--- config.mk ---
export PLATFORM = sky130hd
export DESIGN_NAME = seq_mul_param
export DESIGN_NICKNAME = d
export VERILOG_FILES = /design/src/rtl/seq_mul_pkg.sv /design/src/rtl/seq_mul_ctrl.sv /design/src/rtl/seq_mul_param.sv
export SDC_FILE = /design/constraint.sdc
export NUM_CORES = 1
export LEC_CHECK = 0
export ABC_CLOCK_PERIOD_IN_PS = 3520
export BUFFER_PORTS_ARGS = -buffer_cell sky130_fd_sc_hd__buf_2
export CORE_UTILIZATION = 55
export CTS_CLUSTER_DIAMETER = 40
export CTS_CLUSTER_SIZE = 16
export DETAILED_ROUTE_END_ITERATION = 6
export GPL_TIMING_DRIVEN = 0
export PLACE_DENSITY = 0.74
export SLEW_MARGIN = 30
export SYNTH_ARGS = -nofsm -noshare
export SYNTH_HDL_FRONTEND = slang
export SYNTH_HIERARCHICAL = 1
export SYNTH_SLANG_ARGS = --single-unit
--- constraint.sdc ---
create_clock -name clk -period 3.52 [get_ports clk]
set_input_delay 0.704 -clock clk [delete_from_list [all_inputs] [get_ports clk]]
set_output_delay 0.704 -clock clk [all_outputs]
set_load 0.1 [all_outputs]
--- src/rtl/seq_mul_pkg.sv ---
// Shared definitions for the sequential shift-add multiplier: controller state encoding and
// product-width helper.
package seq_mul_pkg;

  typedef enum logic [1:0] {
    ST_IDLE = 2'd0,
    ST_RUN  = 2'd1,
    ST_DONE = 2'd2
  } state_e;

  function automatic int unsigned prod_width(input int unsigned w);
    return 2 * w;
  endfunction

endpackage

--- src/rtl/seq_mul_ctrl.sv ---
// Controller for the sequential multiplier: IDLE/RUN/DONE FSM plus iteration counter, issuing
// load/step/finish strobes to the datapath.
module seq_mul_ctrl
  import seq_mul_pkg::*;
#(
  parameter int unsigned WIDTH = 4,
  localparam int unsigned CNT_W = $clog2(WIDTH)
) (
  input  logic clk_i,
  input  logic rst_ni,
  input  logic start_i,
  output logic load_o,
  output logic step_o,
  output logic finish_o,
  output logic busy_o,
  output logic done_o
);

  localparam logic [CNT_W-1:0] CntLast = CNT_W'(WIDTH - 1);

  state_e           state_q, state_d;
  logic [CNT_W-1:0] cnt_q, cnt_d;

  always_ff @(posedge clk_i or negedge rst_ni) begin
    if (!rst_ni) begin
      state_q <= ST_IDLE;
      cnt_q   <= '0;
    end else begin
      state_q <= state_d;
      cnt_q   <= cnt_d;
    end
  end

  always_comb begin
    state_d  = state_q;
    cnt_d    = cnt_q;
    load_o   = 1'b0;
    step_o   = 1'b0;
    finish_o = 1'b0;
    unique case (state_q)
      ST_IDLE, ST_DONE: begin
        if (start_i) begin
          load_o  = 1'b1;
          cnt_d   = '0;
          state_d = ST_RUN;
        end else begin
          state_d = ST_IDLE;
        end
      end
      ST_RUN: begin
        // start is ignored here: a running operation cannot be recaptured
        step_o = 1'b1;
        if (cnt_q == CntLast) begin
          finish_o = 1'b1;
          state_d  = ST_DONE;
        end else begin
          cnt_d = cnt_q + CNT_W'(1);
        end
      end
      default: state_d = ST_IDLE;
    endcase
  end

  assign busy_o = (state_q == ST_RUN);
  assign done_o = (state_q == ST_DONE);

endmodule

--- src/rtl/seq_mul_param.sv ---
// Parametrised WIDTH x WIDTH sequential shift-add multiplier, signed or unsigned per operation,
// one multiplier bit per cycle with a held result register.
module seq_mul_param
  import seq_mul_pkg::*;
#(
  parameter int unsigned WIDTH = 4,
  localparam int unsigned CNT_W = $clog2(WIDTH)
) (
  input  logic                         clk,
  input  logic                         rst_n,
  input  logic                         start,
  input  logic                         signed_mode,
  input  logic [WIDTH-1:0]             a,
  input  logic [WIDTH-1:0]             b,
  output logic                         busy,
  output logic                         done,
  output logic [prod_width(WIDTH)-1:0] op
);

  localparam int unsigned PW = prod_width(WIDTH);

  logic load, step, finish;

  seq_mul_ctrl #(
    .WIDTH (WIDTH)
  ) u_ctrl (
    .clk_i    (clk),
    .rst_ni   (rst_n),
    .start_i  (start),
    .load_o   (load),
    .step_o   (step),
    .finish_o (finish),
    .busy_o   (busy),
    .done_o   (done)
  );

  // hi_q carries one guard bit so the running sum never overflows in either mode
  logic [WIDTH-1:0] a_q, a_d;
  logic [WIDTH:0]   hi_q, hi_d;
  logic [WIDTH-1:0] lo_q, lo_d;
  logic             sgn_q, sgn_d;
  logic [PW-1:0]    op_q, op_d;

  logic [WIDTH:0]   a_ext, addend, sum, hi_shift;
  logic [WIDTH-1:0] lo_shift;

  always_ff @(posedge clk or negedge rst_n) begin
    if (!rst_n) begin
      a_q   <= '0;
      hi_q  <= '0;
      lo_q  <= '0;
      sgn_q <= 1'b0;
      op_q  <= '0;
    end else begin
      a_q   <= a_d;
      hi_q  <= hi_d;
      lo_q  <= lo_d;
      sgn_q <= sgn_d;
      op_q  <= op_d;
    end
  end

  always_comb begin
    a_ext  = sgn_q ? {a_q[WIDTH-1], a_q} : {1'b0, a_q};
    addend = '0;
    if (lo_q[0]) begin
      // In signed mode the multiplier MSB carries negative weight, so subtract on the last step
      addend = (finish && sgn_q) ? (~a_ext + 1'b1) : a_ext;
    end
    sum      = hi_q + addend;
    hi_shift = {sgn_q & sum[WIDTH], sum[WIDTH:1]};
    lo_shift = {sum[0], lo_q[WIDTH-1:1]};
  end

  always_comb begin
    a_d   = a_q;
    hi_d  = hi_q;
    lo_d  = lo_q;
    sgn_d = sgn_q;
    op_d  = op_q;
    if (load) begin
      a_d   = a;
      lo_d  = b;
      hi_d  = '0;
      sgn_d = signed_mode;
    end else if (step) begin
      hi_d = hi_shift;
      lo_d = lo_shift;
      if (finish) begin
        op_d = {hi_shift[WIDTH-1:0], lo_shift};
      end
    end
  end

  assign op = op_q;

endmodule

* Word-level counts from Yosys, hierarchy flattened
Index checks and enable logic that the tools add are counted.
Word-level totals: bits in registers 26, input port bits 12, output and inout bits 10, word-level logic and storage cells 44
Operators by class: add/sub/neg operators 3, equality and inequality tests 6, mux-type cells 18, bitwise logic cells 3, reductions and logical operators 7
Operators with widths (number):
- 5-bit 2-to-1 mux | 5
- 4-bit 2-to-1 mux | 2
- 2-bit case mux with 2 select lines | 2
- 1-bit 2-to-1 mux | 6
- 2-bit 2-to-1 mux | 3
- 3-bit AND reduction | 2
- 5-bit by 1-bit adder with 5-bit output, second input constant | 1
- 5-bit adder | 1
- 5-bit inverter | 1
- 2-bit equality test, second input constant | 2
- 2-bit inequality test, second input constant | 2
- 2-bit nonzero test | 2
- 2-bit by 1-bit adder with 2-bit output, second input constant | 1
- 2-bit by 1-bit equality test with 1-bit output, second input constant | 1
- 2-bit logical NOT | 1
- 2-bit by 1-bit inequality test with 1-bit output, second input constant | 1
- 2-bit OR reduction | 1
- 1-bit bitwise AND | 1
- 1-bit logical AND | 1
- 1-bit inverter | 1

* Longest topological paths before layout
depth after elaboration 10, gate-level depth with buffers 12, gate-level depth less buffers 11

* By module
The synthesis kept the hierarchy.
Modules (own cells, without submodules):
- seq_mul_param | instances 1, cells an instance 115, area an instance 1209.9 um^2, seq. area each 550.5 um^2
- seq_mul_ctrl | instances 1, cells an instance 22, area an instance 239.0 um^2, seq. area each 100.1 um^2

* Least setup slack after synthesis
No wires, ideal clock.
path type flip-flop to flip-flop, from register u_ctrl.state_q[0], to register hi_q[4], setup time 141 ps, arrival time 3827 ps, slack -448 ps, cell stages (with the launch flop) 13, buffers on the path 1, period minus slack after synthesis 3968 ps, cells stage by stage dfrtp_1 -> buf_4 -> nor2b_1 -> and2_1 -> nand2_1 -> mux2i_1 -> nand2b_1 -> fa_1 -> nor2b_1 -> o22a_1 -> nor2_1 -> a2111oi_0 -> o21ai_1
On the way: word-level cells in the longest chain between the ends 9
Ends and longest elaborated chain:
- start: declaration | line seq_mul_ctrl.sv:21 | state_e state_q, state_d;
- start signal: assignment | line seq_mul_ctrl.sv:29 | state_q <= state_d;
- 2-bit by 1-bit equality test with 1-bit output
- named net busy | line seq_mul_param.sv:15 | output logic busy,
- 1-bit 2-to-1 mux | line seq_mul_ctrl.sv:40 | unique case (state_q)
- named net finish | line seq_mul_param.sv:22 | logic load, step, finish;
- 1-bit logical AND | line seq_mul_param.sv:68 | addend = (finish && sgn_q) ? (~a_ext + 1'b1) : a_ext;
- 5-bit 2-to-1 mux | line seq_mul_param.sv:68
- 5-bit 2-to-1 mux | line seq_mul_param.sv:66 | if (lo_q[0]) begin
- 5-bit adder | line seq_mul_param.sv:70 | sum = hi_q + addend;
- 1-bit bitwise AND | line seq_mul_param.sv:71 | hi_shift = {sgn_q & sum[WIDTH], sum[WIDTH:1]};
- 5-bit 2-to-1 mux | line seq_mul_param.sv:86 | end else if (step) begin
- 5-bit 2-to-1 mux | line seq_mul_param.sv:81 | if (load) begin
- end signal: assignment | line seq_mul_param.sv:56 | hi_q <= hi_d;
- end: declaration | line seq_mul_param.sv:39 | logic [WIDTH:0] hi_q, hi_d;
The timed path passes the listed nets, and every way through them passes these cells. The select of a mux whose other input is x is not followed. A chain may end at the register's enable or synchronous reset.

* Final worst setup path
from register u_ctrl.state_q[0], to register hi_q[4]
On the way: word-level cells in the longest chain between the ends 9
Ends and longest elaborated chain (line):
- 2-bit by 1-bit equality test with 1-bit output | seq_mul_ctrl.sv:40
- 1-bit 2-to-1 mux | seq_mul_ctrl.sv:40
- named net finish | seq_mul_param.sv:22
- 1-bit logical AND | seq_mul_param.sv:68
- 5-bit 2-to-1 mux | seq_mul_param.sv:68
- 5-bit 2-to-1 mux | seq_mul_param.sv:66
- 5-bit adder | seq_mul_param.sv:70
- 1-bit bitwise AND | seq_mul_param.sv:71
- 5-bit 2-to-1 mux | seq_mul_param.sv:86
- 5-bit 2-to-1 mux | seq_mul_param.sv:81
The timed path passes the listed nets, and every way through them passes these cells. The select of a mux whose other input is x is not followed.

==> run summary <==
WORST SETUP PATH
--------------------------------------------------------------------------------------------------------
CP max FO                                                                                             10
Crit-path slowest cell                                                                              fa_1
Type of the setup path with the least slack                                                      reg2reg
Slack of the worst reg-to-reg path                                                                590 ps
Critical Path Start                                                                         u_ctrl/state_q[0]$_DFFE_PN0P_
Terminus of the critical flop-to-flop path                                                  hi_q[4]$_DFFE_PN0P_
Worst path buffer plus inverter count                                                                  1
WP depth                                                                                              12
Category of the worst setup path capture point                                                  register
Data required time at the worst endpoint                                                         3730 ps
Largest stage delay on the critical path                                                          450 ps
Cells traversed along the worst timing path                                                 buf_4 -> nor2b_2 -> and2_1 -> nand2_1 -> mux2i_1 -> nand2b_1 -> fa_1 -> nor2b_1 -> o22a_1 -> nor2_1 -> a2111oi_0 -> o21ai_1
Crit path arrival time                                                                           3140 ps
Origin of the critical flop-to-flop path                                                    u_ctrl/state_q[0]$_DFFE_PN0P_
Launching element type of the critical path                                                     register
Termination of the worst setup path                                                         hi_q[4]$_DFFE_PN0P_
Register-to-Register Path Depth                                                                       12
Largest delay share family, worst path                                                      simple AND/OR/NAND/NOR gates

FINISH
--------------------------------------------------------------------------------------------------------
Number of antenna repair diodes                                                                        0
Final net count                                                                                      182
Synthesis-to-finish area growth                                                                    12.5%
Leading cell type in the layout, fill and taps excluded                                          dfrtp_1
Fraction of final layout cells with drive strength greater than 1                                  24.7%
Commonest cells after routing, fill and taps aside                                          dfrtp_1 (26), buf_2 (21), nand2_1 (14)

SYNTHESIS
--------------------------------------------------------------------------------------------------------
Warnings, synthesis                                                                                    6
Mapped Nets                                                                                          156
Async set-or-reset flop fraction in the synthesized netlist                                         100%
Post-Syn Area                                                                                 1450 sq um
Number of enable flip-flop cells after synthesis                                                       0
Area share of the largest cell type after synthesis                                                44.9%
Leading cell types by total area after synthesis                                            dfrtp_1 (45%), mux2_2 (5.4%), ha_1 (5.2%), mux2i_1 (4.8%), o21ai_0 (4.1%)
Post-synth cell types                                                                                 43
Flops & latches, synth                                                                                26
Ys flop type                                                                                     dfrtp_1
Gate count after technology mapping                                                                  137
Cell type with the highest aggregate area in the netlist                                         dfrtp_1
Sequential cell area fraction in the yosys report                                                  44.9%
Syn Area/Cell                                                                                 10.6 sq um

GLOBAL ROUTE
--------------------------------------------------------------------------------------------------------
Number of antenna violations at the first check in global routing                                      0
Maximum number of pins on one net before global-route repair                                          27
Total gr overflow                                                                                      0
Wire length of the first global-routing pass                                                4680 microns
Number of global-route vias before repair                                                           1023
Total global routing track utilization                                                             23.5%

DIE
--------------------------------------------------------------------------------------------------------
Initial core utilization                                                                           58.5%
Core footprint                                                                                2480 sq um
Die height                                                                                  53.3 microns
Area enclosed by the die boundary                                                             2840 sq um
I/O pin total                                                                                         22
Die width                                                                                   53.3 microns
Standard-cell rows                                                                                    18

DETAILED ROUTING
--------------------------------------------------------------------------------------------------------
Number of violations reported at the end of detailed-routing iteration 0                              20
Vias per Instance                                                                                   5.65
DRT Wirelength                                                                              2800 microns
Overall via count from detail_route                                                                 1084
First-pass iteration count of the detailed router                                                      4
Detail Route Antenna Nets                                                                              0
WL per Instance                                                                             14.6 microns
Residual DRC                                                                                           0

TIMING
--------------------------------------------------------------------------------------------------------
Hold Violations, Final                                                                                 0
Setup repair after global routing missed its margin                                                false
Sum Neg Setup Slack                                                                                 0 ps
Maximum clock skew at final layout                                                               3.81 ps
Transition at the pin with the smallest max-transition slack                                      661 ps
Count of final max-slew check failures                                                                 0
Max_slew headroom                                                                                  55.9%
Period Utilization, post-route                                                                     83.2%
Final min period                                                                                 2930 ps
Number of setup violations in the final report                                                         0
FMAX                                                                                             342 MHz

PLACED DESIGN
--------------------------------------------------------------------------------------------------------
Last weighted congestion value of the routability-driven placer                                    0.761
Placed wire-length estimate                                                                 2120 microns
Input/output buffers                                                                                  21

CLOCK TREE
--------------------------------------------------------------------------------------------------------
Number of hold buffers added after CTS                                                                 0
Number of clock sinks seen by CTS                                                                     26
Post-CTS clock slew at the launch and capture registers of the worst setup and hold paths         150 ps
Clock root buffer                                                                               clkbuf_4
Worst-case clock buffer depth                                                                          2
Number of buffers inserted during clock tree synthesis                                                 3
CTS tree                                                                                            done
Post-CTS setup buffer count                                                                            0
Post-CTS sizing                                                                                        0
Clock latency on the worst-skew pair                                                              330 ps
Depth of the CTS H-tree                                                                                1

STATUS
--------------------------------------------------------------------------------------------------------
Result of the run                                                                           finished clean

HOLD PATH
--------------------------------------------------------------------------------------------------------
Worst min path class                                                                            in2async

FLOW RUN
--------------------------------------------------------------------------------------------------------
Max Cap Viol                                                                                           0

## worst min path at each step
stage / start / endpoint / slack, ps / cells after the start
after global routing: rst_n / hi_q[2]$_DFFE_PN0P_ / 380 / 1
final: rst_n / hi_q[4]$_DFFE_PN0P_ / 340 / 1
after floorplan: rst_n / a_q[0]$_DFFE_PN0P_ / 410 / 0
after detailed placement: op[6]$_DFFE_PN0P_ / op[6]$_DFFE_PN0P_ / 470 / 2
after CTS: rst_n / hi_q[2]$_DFFE_PN0P_ / 370 / 1
after global placement: op[4]$_DFFE_PN0P_ / op[4]$_DFFE_PN0P_ / 460 / 2
## worst reg2reg max path, delay by kind of cell (launching register included)
family                   cells  cell delay, ps
multiplexers                 1             140
flip-flops                   1             350
adder cells (fa/ha/maj)      1             450
AO/OA/AOI/OAI                3             740
AND/OR/NAND/NOR              6             990
buffers and inverters        1             140
## flip-flops by register name, summed over array words and instances, names as in the netlist
signal	flops
op	8
hi_q	5
a_q	4
lo_q	4
u_ctrl/cnt_q	2
u_ctrl/state_q	2
sgn_q	1
## logic make-up after synthesis
group,share of synthesized area [%]
AO/OA/AOI/OAI,13.0
flip-flops,44.9
buffers and inverters,3.89
multiplexers,10.3
adder cells (fa/ha/maj),6.56
AND/OR/NAND/NOR,18.6
XOR/XNOR,2.76
## cell type report
| cell class | instances | area (sq um) |
|---|---|---|
| plain buffers | 6 | 30.0 |
| well taps | 30 | 37.5 |
| fillers | 213 | 847 |
| repair buffers | 21 | 105 |
| clock buffers | 4 | 36.3 |
| inverters | 7 | 26.3 |
| multi-input cells | 98 | 744 |
| flip-flops and latches | 26 | 651 |
## cell usage after synthesis (3+ instances only)
cell      count
dfrtp_1      26
nand2_1      14
o21ai_0      12
inv_1         7
mux2_2        7
mux2i_1       7
ha_1          6
nor2_1        5
nor2b_1       5
and2_1        3
clkbuf_1      3
nand2b_1      3
## metrics by stage
step	instances	instance area, sq um	util, %	hold WS, ps	setup slack, ps
after global routing	192	1630	65.8	384	342
after global placement	188	1590	64.3	460	751
after CTS	192	1630	65.8	367	588
after detailed placement	188	1590	64.3	465	624
after floorplan	137	1450	-	408	152
final	192	1630	65.8	342	593
## metal layers
metal  global-route usage [%]  up-vias  wire length, microns
met4                     11.0        0                    50
met3                     3.16        7                    93
li1                         -      530                     -
met1                     29.4      519                  1250
met5                        0        -                     0
met2                     39.6       28                  1410
Power is not shown: default switching activity piles up to over one toggle a cycle in this logic, so the estimate is an artifact.
